<file path="config.mk">
export PLATFORM = sky130hd
export DESIGN_NAME = sbox_scheduler
export DESIGN_NICKNAME = d
export VERILOG_FILES = /design/src/rtl/sbox_sched_pkg.sv /design/src/rtl/sbox_pprm.sv /design/src/rtl/sbox_scheduler.sv
export SDC_FILE = /design/constraint.sdc
export NUM_CORES = 1
export LEC_CHECK = 0
export CAP_MARGIN = 20
export CORE_ASPECT_RATIO = 1.5
export CORE_MARGIN = 5
export CORE_UTILIZATION = 39
export CTS_BUF_LIST = sky130_fd_sc_hd__clkbuf_16
export DETAILED_ROUTE_END_ITERATION = 10
export SLEW_MARGIN = 10
export SYNTH_ARGS = -nofsm -noshare
export SYNTH_HDL_FRONTEND = slang
export SYNTH_SLANG_ARGS = --single-unit
</file>
<file path="constraint.sdc">
create_clock -name clk -period 55.7 [get_ports clk]
set_clock_uncertainty 0.15 [all_clocks]
set_input_delay 5.57 -clock clk [delete_from_list [all_inputs] [get_ports clk]]
set_output_delay 5.57 -clock clk [all_outputs]
set_load 0.005 [all_outputs]
</file>
<file path="src/rtl/sbox_sched_pkg.sv">
// Shared types, sizes and GF(2^8) helpers for the S-box scheduler.
// The optional input register stage is enabled with SBOX_SCHED_PIPE_EN.
package sbox_sched_pkg;

    typedef enum logic [1:0] {
        IDLE = 2'd0,
        BLK  = 2'd1,
        WORD = 2'd2,
        FIN  = 2'd3
    } state_t;

    localparam int BLK_BYTES  = 16;
    localparam int WORD_BYTES = 4;
    localparam int IDX_W      = 4;

    localparam logic [IDX_W-1:0] BLK_LAST  = IDX_W'(BLK_BYTES - 1);
    localparam logic [IDX_W-1:0] WORD_LAST = IDX_W'(WORD_BYTES - 1);

    function automatic logic [7:0] rotl8(input logic [7:0] a, input int n);
        return (a << n) | (a >> (8 - n));
    endfunction

    // Multiplication modulo the AES polynomial x^8 + x^4 + x^3 + x + 1.
    function automatic logic [7:0] gf_mul(input logic [7:0] a, input logic [7:0] b);
        logic [7:0] p;
        logic [7:0] x;
        p = 8'h00;
        x = a;
        for (int i = 0; i < 8; i++) begin
            if (b[i]) p = p ^ x;
            x = {x[6:0], 1'b0} ^ (x[7] ? 8'h1B : 8'h00);
        end
        return p;
    endfunction

    // a^254 is the multiplicative inverse, and maps 0 to 0 as AES requires.
    function automatic logic [7:0] gf_inv(input logic [7:0] a);
        logic [7:0] p;
        logic [7:0] r;
        p = a;
        r = 8'h01;
        for (int k = 0; k < 7; k++) begin
            p = gf_mul(p, p);
            r = gf_mul(r, p);
        end
        return r;
    endfunction

endpackage

</file>
<file path="src/rtl/sbox_pprm.sv">
// Single AES S-box, forward or inverse, computed algebraically
// (field inversion plus affine map) as purely combinational logic.
module sbox_pprm
    import sbox_sched_pkg::*;
(
    input  logic [7:0] byte_in,
    input  logic       encrypt,
    output logic [7:0] byte_out
);

    logic [7:0] w_inv_in;
    logic [7:0] w_inv_out;

    always_comb begin
        // Inverse direction undoes the affine map before inverting.
        w_inv_in  = encrypt ? byte_in
                            : (rotl8(byte_in, 1) ^ rotl8(byte_in, 3) ^ rotl8(byte_in, 6) ^ 8'h05);
        w_inv_out = gf_inv(w_inv_in);
        byte_out  = encrypt ? (w_inv_out ^ rotl8(w_inv_out, 1) ^ rotl8(w_inv_out, 2)
                               ^ rotl8(w_inv_out, 3) ^ rotl8(w_inv_out, 4) ^ 8'h63)
                            : w_inv_out;
    end

endmodule

</file>
<file path="src/rtl/sbox_scheduler.sv">
// Shares one S-box between 16-byte block jobs and 4-byte SubWord jobs, one byte
// per cycle. Define SBOX_SCHED_PIPE_EN to register the S-box input (adds FIN).
//
// Handshake: a port accepts when valid && ready at a rising edge; ready is high
// only in IDLE, a losing requester must hold valid, and done pulses for one cycle
// once the port's output register holds the complete result.
module sbox_scheduler
    import sbox_sched_pkg::*;
#(
    parameter logic WORD_FIRST = 1'b1
) (
    input  logic         clk,
    input  logic         reset_n,
    input  logic         blk_valid,
    output logic         blk_ready,
    input  logic         blk_encrypt,
    input  logic [127:0] blk_in,
    output logic [127:0] blk_out,
    output logic         blk_done,
    input  logic         word_valid,
    output logic         word_ready,
    input  logic [31:0]  word_in,
    output logic [31:0]  word_out,
    output logic         word_done,
    output logic [1:0]   dbg_state
);

    state_t           r_state;
    state_t           w_state_nxt;
    logic [IDX_W-1:0] r_idx;
    logic             r_enc;
    logic             r_last_word;
    logic             r_blk_done;
    logic             r_word_done;
    logic [127:0]     r_shadow;
    logic [127:0]     r_blk_out;
    logic [31:0]      r_word_out;

    logic             w_grant_blk;
    logic             w_grant_word;
    logic             w_fin_blk;
    logic             w_fin_word;
    logic             w_busy;
    logic [7:0]       w_byte_sel;
    logic [7:0]       w_sbox_in;
    logic [7:0]       w_sbox_out;
    logic             w_wr_blk;
    logic             w_wr_word;
    logic [IDX_W-1:0] w_wr_idx;

`ifdef SBOX_SCHED_PIPE_EN
    logic [7:0]       r_pipe_byte;
    logic             r_wr_en;
    logic             r_wr_word;
    logic [IDX_W-1:0] r_wr_idx;
`endif

    // Byte 0 sits in the top bits; a word job is parked in r_shadow[127:96].
    assign w_byte_sel = r_shadow[{~r_idx, 3'b000} +: 8];

`ifdef SBOX_SCHED_PIPE_EN
    assign w_sbox_in = r_pipe_byte;
    assign w_wr_blk  = r_wr_en & ~r_wr_word;
    assign w_wr_word = r_wr_en & r_wr_word;
    assign w_wr_idx  = r_wr_idx;
`else
    assign w_sbox_in = w_byte_sel;
    assign w_wr_blk  = (r_state == BLK);
    assign w_wr_word = (r_state == WORD);
    assign w_wr_idx  = r_idx;
`endif

    sbox_pprm u_sbox (
        .byte_in  (w_sbox_in),
        .encrypt  (r_enc),
        .byte_out (w_sbox_out)
    );

    always_comb begin
        w_state_nxt  = r_state;
        w_grant_blk  = 1'b0;
        w_grant_word = 1'b0;
        w_fin_blk    = 1'b0;
        w_fin_word   = 1'b0;
        w_busy       = 1'b0;
        case (r_state)
            IDLE: begin
                if (blk_valid && word_valid) begin
                    if (r_last_word || !WORD_FIRST) w_grant_blk  = 1'b1;
                    else                            w_grant_word = 1'b1;
                end else begin
                    w_grant_blk  = blk_valid;
                    w_grant_word = word_valid;
                end
                if (w_grant_blk)       w_state_nxt = BLK;
                else if (w_grant_word) w_state_nxt = WORD;
            end
            BLK: begin
                w_busy = 1'b1;
                if (r_idx == BLK_LAST) begin
`ifdef SBOX_SCHED_PIPE_EN
                    w_state_nxt = FIN;
`else
                    w_fin_blk   = 1'b1;
                    w_state_nxt = IDLE;
`endif
                end
            end
            WORD: begin
                w_busy = 1'b1;
                if (r_idx == WORD_LAST) begin
`ifdef SBOX_SCHED_PIPE_EN
                    w_state_nxt = FIN;
`else
                    w_fin_word  = 1'b1;
                    w_state_nxt = IDLE;
`endif
                end
            end
`ifdef SBOX_SCHED_PIPE_EN
            FIN: begin
                w_fin_blk   = ~r_wr_word;
                w_fin_word  = r_wr_word;
                w_state_nxt = IDLE;
            end
`endif
            default: w_state_nxt = IDLE;
        endcase
    end

    always_ff @(posedge clk or negedge reset_n) begin
        if (!reset_n) r_state <= IDLE;
        else          r_state <= w_state_nxt;
    end

    always_ff @(posedge clk or negedge reset_n) begin
        if (!reset_n) begin
            r_idx       <= '0;
            r_enc       <= 1'b0;
            r_last_word <= 1'b0;
            r_blk_done  <= 1'b0;
            r_word_done <= 1'b0;
            r_shadow    <= '0;
            r_blk_out   <= '0;
            r_word_out  <= '0;
`ifdef SBOX_SCHED_PIPE_EN
            r_pipe_byte <= '0;
            r_wr_en     <= 1'b0;
            r_wr_word   <= 1'b0;
            r_wr_idx    <= '0;
`endif
        end else begin
            r_blk_done  <= w_fin_blk;
            r_word_done <= w_fin_word;
            if (w_fin_blk)  r_last_word <= 1'b0;
            if (w_fin_word) r_last_word <= 1'b1;

            if (w_grant_blk) begin
                r_shadow <= blk_in;
                r_enc    <= blk_encrypt;
                r_idx    <= '0;
            end else if (w_grant_word) begin
                r_shadow <= {word_in, 96'd0};
                r_enc    <= 1'b1;
                r_idx    <= '0;
            end else if (w_busy) begin
                r_idx <= r_idx + 4'd1;
            end

`ifdef SBOX_SCHED_PIPE_EN
            // The write lags the index by one cycle; FIN retires the last byte.
            r_wr_en   <= w_busy;
            r_wr_idx  <= r_idx;
            r_wr_word <= (r_state == WORD);
            if (w_busy) r_pipe_byte <= w_byte_sel;
`endif

            if (w_wr_blk)  r_blk_out[{~w_wr_idx, 3'b000} +: 8]       <= w_sbox_out;
            if (w_wr_word) r_word_out[{~w_wr_idx[1:0], 3'b000} +: 8] <= w_sbox_out;
        end
    end

    assign blk_ready  = (r_state == IDLE);
    assign word_ready = (r_state == IDLE);
    assign blk_out    = r_blk_out;
    assign word_out   = r_word_out;
    assign blk_done   = r_blk_done;
    assign word_done  = r_word_done;
    assign dbg_state  = r_state;

endmodule

</file>
* Yosys cells after proc, flatten, opt, wreduce, memory -nomap -nowiden
Cells that the tools add are included.
** Operators by class
- Mux-type cells :: 234
- Shift-type cells :: 5
- Equality and inequality tests :: 7
- Reductions and logical operators :: 7
- $add $sub $neg :: 3
- Bitwise logic cells :: 206
** Operator list (number)
- bitwise XOR 8 bit :: 188
- two-way mux 8 bit :: 107
- two-way mux 5 bit :: 92
- two-way mux 128 bit :: 2
- bitwise mux 128 bit :: 1
- variable shift 8 x 9 -> 128 bit (first input constant) :: 1
- variable part select 128 x 8 -> 8 bit :: 1
- variable part select 8 x 9 -> 128 bit :: 1
- bitwise mux 32 bit :: 1
- variable shift 8 x 7 -> 32 bit (first input constant) :: 1
- variable part select 8 x 7 -> 32 bit :: 1
- two-way mux 1 bit :: 18
- two-way mux 4 bit :: 4
- OR 8 x 1 -> 8 bit :: 2
- OR 8 x 3 -> 8 bit :: 2
- two-way mux 2 bit :: 5
- negator 7 -> 9 bit :: 1
- inverter 4 bit :: 2
- OR 8 x 2 -> 8 bit :: 1
- OR 8 x 4 -> 8 bit :: 1
- OR 8 x 6 -> 8 bit :: 1
- two-way mux 7 bit :: 1
- negator 5 -> 7 bit :: 1
- inverter 1 bit (first input constant) :: 7
- other kinds (17) :: 20
** Word-level totals
- Output and inout port bits :: 166
- Input bits :: 165
- Flip-flop bits (word level) :: 298

* Longest topological paths before layout
Gate-level depths: netlist of run 1.
- Depth after elaboration :: 143
- Gate-level depth with buffers :: 86
- Mapped depth without buffers :: 70

* Cells and area by module
From an unflattened synthesis of run 1, not the netlist that was laid out.
** Second synthesis, totals
- Cell total of the unflattened synthesis :: 3068
- Area total of the unflattened synthesis :: 28915.2 um^2
** By module, submodules not included
- sbox_pprm :: area each 15917.8 um^2, instances 1, cells each 2152
- sbox_scheduler :: area each 12997.5 um^2, instances 1, cells each 916

* Least setup slack after synthesis of run 1
No wires, ideal clock.
- Kind :: flip-flop to flip-flop
- Start :: register r_idx[1]
- End :: register r_blk_out[61] (netlist: blk_out[61])
- Cell stages (with the launch flop) :: 78
- Path buffers :: 15
- Path slack :: 36.742 ns
- Arrival :: 18.731 ns
- Clock period less this slack :: 18.958 ns
- Path through :: dfrtp_1 buf_6 mux4_2 mux2i_1 buf_4 xnor2_2 xnor2_1 a221oi_2 buf_2 buf_2 ha_1 clkbuf_1 mux2i_1 a221oi_1 o21ai_1 xnor2_1 xnor2_1 xor2_1 [... 42 more ...] clkbuf_1 buf_2 clkbuf_1 a21oi_1 o22ai_1 xor2_1 clkinv_1 a311o_1 a21oi_1 xor2_1 xnor2_1 xnor2_1 xor3_1 xnor3_1 nor2_1 xor3_1 or3_1 o21ai_1
** Between the ends
- Cells in the longest elaborated chain, start to end :: 140
- Elaborated cells between the ends (all ways) :: 408
- Classes of those cells :: add/sub: 1; shift: 3; mux: 206; bitwise: 198
** RTL lines
- start, declared :: RTL line sbox_scheduler.sv:30 : logic [IDX_W-1:0] r_idx;
- start signal, assigned :: RTL line sbox_scheduler.sv:167 : r_idx <= r_idx + 4'd1;
- inverter 4 bit * :: RTL line sbox_scheduler.sv:59, sbox_scheduler.sv:178
- variable part select 128 x 8 -> 8 bit :: RTL line sbox_scheduler.sv:59 : assign w_byte_sel = r_shadow[{~r_idx, 3'b000} +: 8];
- OR 8 x 1 -> 8 bit / OR 8 x 3 -> 8 bit (equally long branches) :: RTL line sbox_sched_pkg.sv:20 : return (a << n) | (a >> (8 - n));
- bitwise XOR 8 bit (2 in series) :: RTL line sbox_pprm.sv:17 : : (rotl8(byte_in, 1) ^ rotl8(byte_in, 3) ^ rotl8(byte_in, 6) ^ 8'h05);
- inverter 2 bit (no source line)
- two-way mux 8 bit :: RTL line sbox_pprm.sv:16 : w_inv_in = encrypt ? byte_in
- two-way mux 8 bit :: RTL line sbox_sched_pkg.sv:30 : if (b[i]) p = p ^ x;
- bitwise XOR 8 bit :: RTL line sbox_sched_pkg.sv:30
- [... 121 more ...]
- two-way mux 8 bit :: RTL line sbox_sched_pkg.sv:30
- OR 8 x 1 -> 8 bit :: RTL line sbox_sched_pkg.sv:20
- bitwise XOR 8 bit (2 in series) :: RTL line sbox_pprm.sv:19 : byte_out = encrypt ? (w_inv_out ^ rotl8(w_inv_out, 1) ^ rotl8(w_inv_out, 2)
- bitwise XOR 8 bit (2 in series) :: RTL line sbox_pprm.sv:20 : ^ rotl8(w_inv_out, 3) ^ rotl8(w_inv_out, 4) ^ 8'h63)
- inverter 4 bit (no source line)
- two-way mux 8 bit :: RTL line sbox_pprm.sv:19
- variable part select 8 x 9 -> 128 bit :: RTL line sbox_scheduler.sv:178 : if (w_wr_blk) r_blk_out[{~w_wr_idx, 3'b000} +: 8] <= w_sbox_out;
- bitwise mux 128 bit * :: RTL line sbox_scheduler.sv:178
- end signal, assigned by index :: RTL line sbox_scheduler.sv:178
- end, declared :: RTL line sbox_scheduler.sv:36 : logic [127:0] r_blk_out;
Mark *: on every way between the ends. The rest lies on a longest branch, timed or not.
A chain may end at the register's enable or synchronous reset.

* Final worst setup path of run 1
- Start :: register r_idx[1]
- End :: register r_blk_out[108] (netlist: blk_out[108])
Same word-level chain as after synthesis.

==> impl_metrics.env, run 1 <==
export IMPL_cp_end_kind="register"
export IMPL_instances_no_fill=4761
export IMPL_hpwl_mm=75.5
export IMPL_dominantRegCellSynth="dfrtp_1"
export IMPL_areaGrowthSynthToFinish_pct=17.6
export IMPL_period_share=0.410
export IMPL_synth_seq_cells=298
export IMPL_synth_area_mm2=0.0301
export IMPL_overflow=0
export IMPL_setup_viol=0
export IMPL_clockBufferDepth=3
export IMPL_drt_iter0_markers=2054
export IMPL_die_h_um=350
export IMPL_grt_pass1_wl_mm=154
export IMPL_grt_max_degree=161
export IMPL_syn_area_per_cell_um2=8.53
export IMPL_grt_use_total=0.228
export IMPL_drv_slew=0
export IMPL_post_cts_buffers=0
export IMPL_worst_ep_required_time_ns=56.01
export IMPL_seq_area_frac_synth=0.248
export IMPL_synth_fp_nets=3710
export IMPL_synthesis_yosys_warnings=0
export IMPL_antenna_found_initial=6
export IMPL_critPathSlowestCell="dfrtp_1"
export IMPL_rsz0062_at_grt="false"
export IMPL_drcViolationCount=0
export IMPL_gp_congestion=0.934
export IMPL_io_buffers=330
export IMPL_core_area_mm2=0.0763
export IMPL_hp_class="register to register"
export IMPL_pin_count=331
export IMPL_via_per_inst=5.63
export IMPL_yosysMostFrequentCell="nand2_1"
export IMPL_placed_cells=4697
export IMPL_synthTopCellsByArea="dfrtp_1, xnor2_1, nand2_1, xnor3_1, mux2i_1"
export IMPL_critPathMaxStageDelay_ns=0.95
export IMPL_cts_sinks=298
export IMPL_synth_cells=3530
export IMPL_cts_tree="done"
export IMPL_crit_arrival_ns=23.17
export IMPL_cts_buffers=31
export IMPL_max_slew_margin=0.274
export IMPL_status="finished clean"
export IMPL_multi_input_area_mm2=0.0215
export IMPL_drt_first_pass_iters=7
export IMPL_crit_type="register to register"
export IMPL_drv_cap=0
export IMPL_path_clk_slew_ns=0.06
export IMPL_die_area_mm2=0.0829
export IMPL_critPathMostFrequentCell="xnor2_1"
export IMPL_finalCriticalPeriod_ns=22.86
export IMPL_synth_distinct_cells=120
export IMPL_post_synth_top_area_cell="dfrtp_1"
export IMPL_regArea_mm2=0.00746
export IMPL_fillCellCount=7531
export IMPL_htreeDepth=1
export IMPL_row_count=124
export IMPL_fin_nets=3907
export IMPL_cts_hold_fix_buffers=0
export IMPL_synthTopCellsByCount="nand2_1, xnor2_1, nor2_1, dfrtp_1, o21ai_1"
export IMPL_num_vias=26800
export IMPL_die_w_um=237
export IMPL_hold_viol=0
export IMPL_drive_gt1_frac=0.0891
export IMPL_fin_util=0.464
export IMPL_antenna_left=0
export IMPL_setup_worst_path_start_class="register"
export IMPL_start_util=0.394
export IMPL_clkLatencyLatePin_ns=0.59
export IMPL_cts_resized=0
export IMPL_tns_ns=0
export IMPL_wl_per_cell_um=21.1
export IMPL_fmax_mhz=43.8
export IMPL_grt_pass1_vias=25800
export IMPL_synth_top_cell_area_share=0.248
export IMPL_wirelength_mm=100
export IMPL_cp_max_fo=27
export IMPL_worst_slew_pin_slew_ns=1.09
export IMPL_synth_edff_count=0
export IMPL_clockRootBuffer="clkbuf_16"
export IMPL_async_flop_share=1.00
## metal layers
| metal | vias to the layer above | track usage | part of all wire |
|---|---|---|---|
| li1 | 12900 | - | - |
| met1 | 12900 | 0.269 | 0.39 |
| met2 | 785 | 0.432 | 0.53 |
| met5 | - | 0 | 0.00027 |
| met4 | 4 | 0.0817 | 0.041 |
| met3 | 207 | 0.0176 | 0.038 |
## kinds of logic (layout without fill, tap and decap cells)
logic type      Yosys count  count (layout)  synth area share
compound gates          923             923             0.205
xor+xnor                690             690             0.265
simple gates           1127            1127             0.169
fa+ha+maj                15              15           0.00624
mux                     175             175            0.0621
other cells               0               3                 0
buf+inv                 302             522            0.0452
flops                   298             298             0.248
## cell type report
| cell class | count | share of cell area |
|---|---|---|
| antenna | 3 | 0.000212 |
| clock buffer | 31 | 0.0219 |
| clock inverter | 25 | 0.00562 |
| inverter | 46 | 0.00488 |
| multi-input combinational | 2930 | 0.607 |
| sequential | 298 | 0.211 |
| tap | 1008 | 0.0356 |
| timing repair buffer | 420 | 0.114 |
## cell usage in the layout (no fill, tap or decap), types with 18 or more instances in the layout
master           Yosys  layout
buf_4               16      84
mux2_2              18      18
nand2b_1            18      18
xnor3_1             73      73
nand4_1             22      22
o21ai_0            157     157
mux2i_1            145     144
a22oi_1             38      38
clkdlybuf4s50_1      0     329
nand2_1            457     457
a211oi_1            21      20
xor2_1             113     111
nand3_1             85      85
or3_1               31      31
dfrtp_1            298     297
inv_1               29      39
o22ai_1             68      68
o211ai_1            20      20
clkbuf_16            0      31
xnor2_2             36      52
a21oi_1            130     130
and2_1              25      25
nor3_1              74      74
xnor2_1            423     406
a221oi_1            18      18
a31oi_1             20      20
nor2_1             311     310
a22o_1             104     104
o21ai_1            174     172
## final timing paths
check	slack (ns)	startpoint	to	cells after the start
worst min-delay path	0.33	r_shadow[114]	r_shadow[114]	2
worst max register to register	32.84	r_idx[1]	blk_out[108]	69
worst min register to register	0.33	r_shadow[114]	r_shadow[114]	2
worst max-delay path	32.84	r_idx[1]	blk_out[108]	69
max in group asynchronous	48.97	reset_n	blk_out[66]	2
min in group asynchronous	4.97	reset_n	blk_out[90]	1
## stage by stage
step | hold slack [ns] | instance area, µm² | setup slack [ns]
finish | 0.327 | 35400 | 32.84
floorplan | 0.295 | 30100 | 36.74
CTS | 0.334 | 35300 | 32.96
detailed placement | 0.320 | 34300 | 33.09
global route | 0.353 | 35400 | 31.41
global placement | 0.312 | 34300 | 33.41
## flip-flops by register name, indices dropped and copies added (netlist names)
name,count
word_out,32
r_last_word,1
word_done,1
r_enc,1
dbg_state,2
r_idx,4
blk_done,1
r_shadow,128
blk_out,128
## critical path, delay by kind of cell (launching register included)
family	cells	cell delay, ns
mux	4	1.01
xor+xnor	19	6.31
buf+inv	5	1.34
simple gates	15	5.38
fa+ha+maj	3	1.60
compound gates	23	5.92
flops	1	0.95
Power of run 1 is left out: the tool's default activity adds up to more than one toggle a clock period on the data nets, which glitch-free logic cannot reach.
==> run 2: changes to the inputs <==
Clock period 55.7 ns to 19.6 ns, I/O delays scaled along.
==> run 2 against run 1 <==
Compared with the run above: critical path depth up 3; wire length increased by 3.7%; hold slack worse by 0.0011 ns.
==> impl_metrics.env, run 2 (same netlist as run 1, synthesis figures left out) <==
export IMPL_cts_buffers=34
export IMPL_layout_cells_most_common="nand2_1"
export IMPL_drt_iter0_markers=1982
export IMPL_via_per_inst=5.64
export IMPL_min_from="blk_out[66]"
export IMPL_worst_slew_pin_slew_ns=0.971
export IMPL_hpwl_mm=79.1
export IMPL_fin_nets=4003
export IMPL_critPathMostFrequentCell="buf_4"
export IMPL_path_clk_slew_ns=0.06
export IMPL_antenna_found_initial=2
export IMPL_start_util=0.394
export IMPL_grt_pass1_wl_mm=160
export IMPL_finalCriticalPeriod_ns=18.86
export IMPL_cts_hold_fix_buffers=0
export IMPL_critPathMaxStageDelay_ns=0.56
export IMPL_die_h_um=350
export IMPL_fmax_mhz=53.0
export IMPL_crit_buf_inv=11
export IMPL_drive_gt1_frac=0.123
export IMPL_setup_worst_path_start_class="register"
export IMPL_hp_class="register to register"
export IMPL_worst_ep_required_time_ns=19.92
export IMPL_grt_max_degree=113
export IMPL_crit_arrival_ns=19.17
export IMPL_status="finished clean"
export IMPL_mostFrequentLayoutCells="nand2_1, xnor2_1, clkdlybuf4s50_1, nor2_1, dfrtp_1"
export IMPL_cts_tree="done"
export IMPL_hold_viol=0
export IMPL_max_slew_margin=0.334
export IMPL_clkLatencyLatePin_ns=0.55
export IMPL_pre_cts_slack_ns=-0.508
export IMPL_areaGrowthSynthToFinish_pct=21.7
export IMPL_setup_slack_ns=0.742
export IMPL_clockBufferDepth=3
export IMPL_cp_top_family="XOR/XNOR gates"
export IMPL_grt_pass1_vias=26900
export IMPL_cp_end_kind="register"
export IMPL_cts_sinks=298
export IMPL_crit_type="register to register"
export IMPL_pin_count=331
export IMPL_gp_congestion=0.933
export IMPL_clockRootBuffer="clkbuf_16"
export IMPL_drv_cap=0
export IMPL_fin_util=0.480
export IMPL_antenna_left=0
export IMPL_startpoint="r_idx[0]"
export IMPL_cp_max_fo=16
export IMPL_core_area_mm2=0.0763
export IMPL_critPathSlowestCell="xor2_2"
export IMPL_io_buffers=330
export IMPL_die_w_um=237
export IMPL_overflow=0
export IMPL_htreeDepth=2
export IMPL_row_count=124
export IMPL_num_vias=27400
export IMPL_drcViolationCount=0
export IMPL_wirelength_mm=104
export IMPL_setup_viol=0
export IMPL_drv_slew=0
export IMPL_wl_per_cell_um=21.4
export IMPL_period_share=0.962
export IMPL_drt_first_pass_iters=7
export IMPL_die_area_mm2=0.0829
export IMPL_grt_use_total=0.239
export IMPL_rr_startpoint="r_idx[0]"
[run 2: changes by cell type in the layout (fill, tap and decap cells not counted), moves of 3 or more]
| cell | before | now |
|---|---|---|
| clkinvlp_4 | 0 | 3 |
| buf_4 | 84 | 176 |
| and2_1 | 25 | 22 |
| clkbuf_16 | 31 | 34 |
| inv_1 | 39 | 35 |
| xor2_4 | 2 | 5 |
| xnor2_1 | 406 | 395 |
| xor2_1 | 111 | 107 |
| xnor2_4 | 15 | 27 |
[run 2: stage by stage]
stage / setup TNS [ns] / std cells / cell area (µm²) / hold WS, ns
detailed placement: -26.38 / 4759 / 34800 / 0.320
global placement: -14.34 / 4759 / 34800 / 0.310
finish: 0 / 4858 / 36600 / 0.326
global route: -2.06 / 4857 / 36600 / 0.353
floorplan: 0 / 3530 / 30100 / 0.295
CTS: 0 / 4819 / 36000 / 0.333
[run 2: worst register-to-register path, delay by kind of cell (launching register included)]
kind            cells  cell delay [ns]
xor+xnor           28             8.56
mux                 3             0.76
buf+inv            11             2.12
fa+ha+maj           2             0.69
compound gates     16             2.97
simple gates       12             3.01
flops               1             0.53
[run 2: layer usage]
layer | vias up | GRT usage | routed length [µm]
li1 | 13100 | - | -
met1 | 13300 | 0.277 | 40500
met2 | 779 | 0.455 | 55300
met3 | 209 | 0.0189 | 3470
met4 | 0 | 0.0937 | 4680
met5 | - | 0 | 0
[run 2: cell type report]
| type | count | area [µm²] |
|---|---|---|
| Clock inverter | 26 | 249 |
| Antenna cell | 3 | 7.51 |
| Multi-Input combinational cell | 2931 | 21900 |
| Timing Repair Buffer | 512 | 4730 |
| Inverter | 46 | 176 |
| Clock buffer | 34 | 851 |
| Fill cell | 7415 | 39700 |
| Tap cell | 1008 | 1260 |
| Sequential cell | 298 | 7460 |
[run 2: worst paths after layout]
kind / end / cells after the start / slack (ns)
min in group asynchronous: r_shadow[47] / 1 / 1.29
min: blk_out[66] / 2 / 0.33
max in group asynchronous: blk_out[74] / 3 / 15.89
max: blk_out[90] / 72 / 0.74
min reg2reg: blk_out[66] / 2 / 0.33
max reg2reg: blk_out[90] / 72 / 0.74
[run 2: repair_timing]
| item | 4_1_cts | 5_1_grt |
|---|---|---|
| setup buffers | 0 | 34 |
| pin swaps | 1 | 14 |
| gates resized for setup | 10 | 52 |
| gates cloned | 0 | 1 |
| endpoints found under the setup margin | 130 | 160 |
Power of run 2 is left out for the same reason.
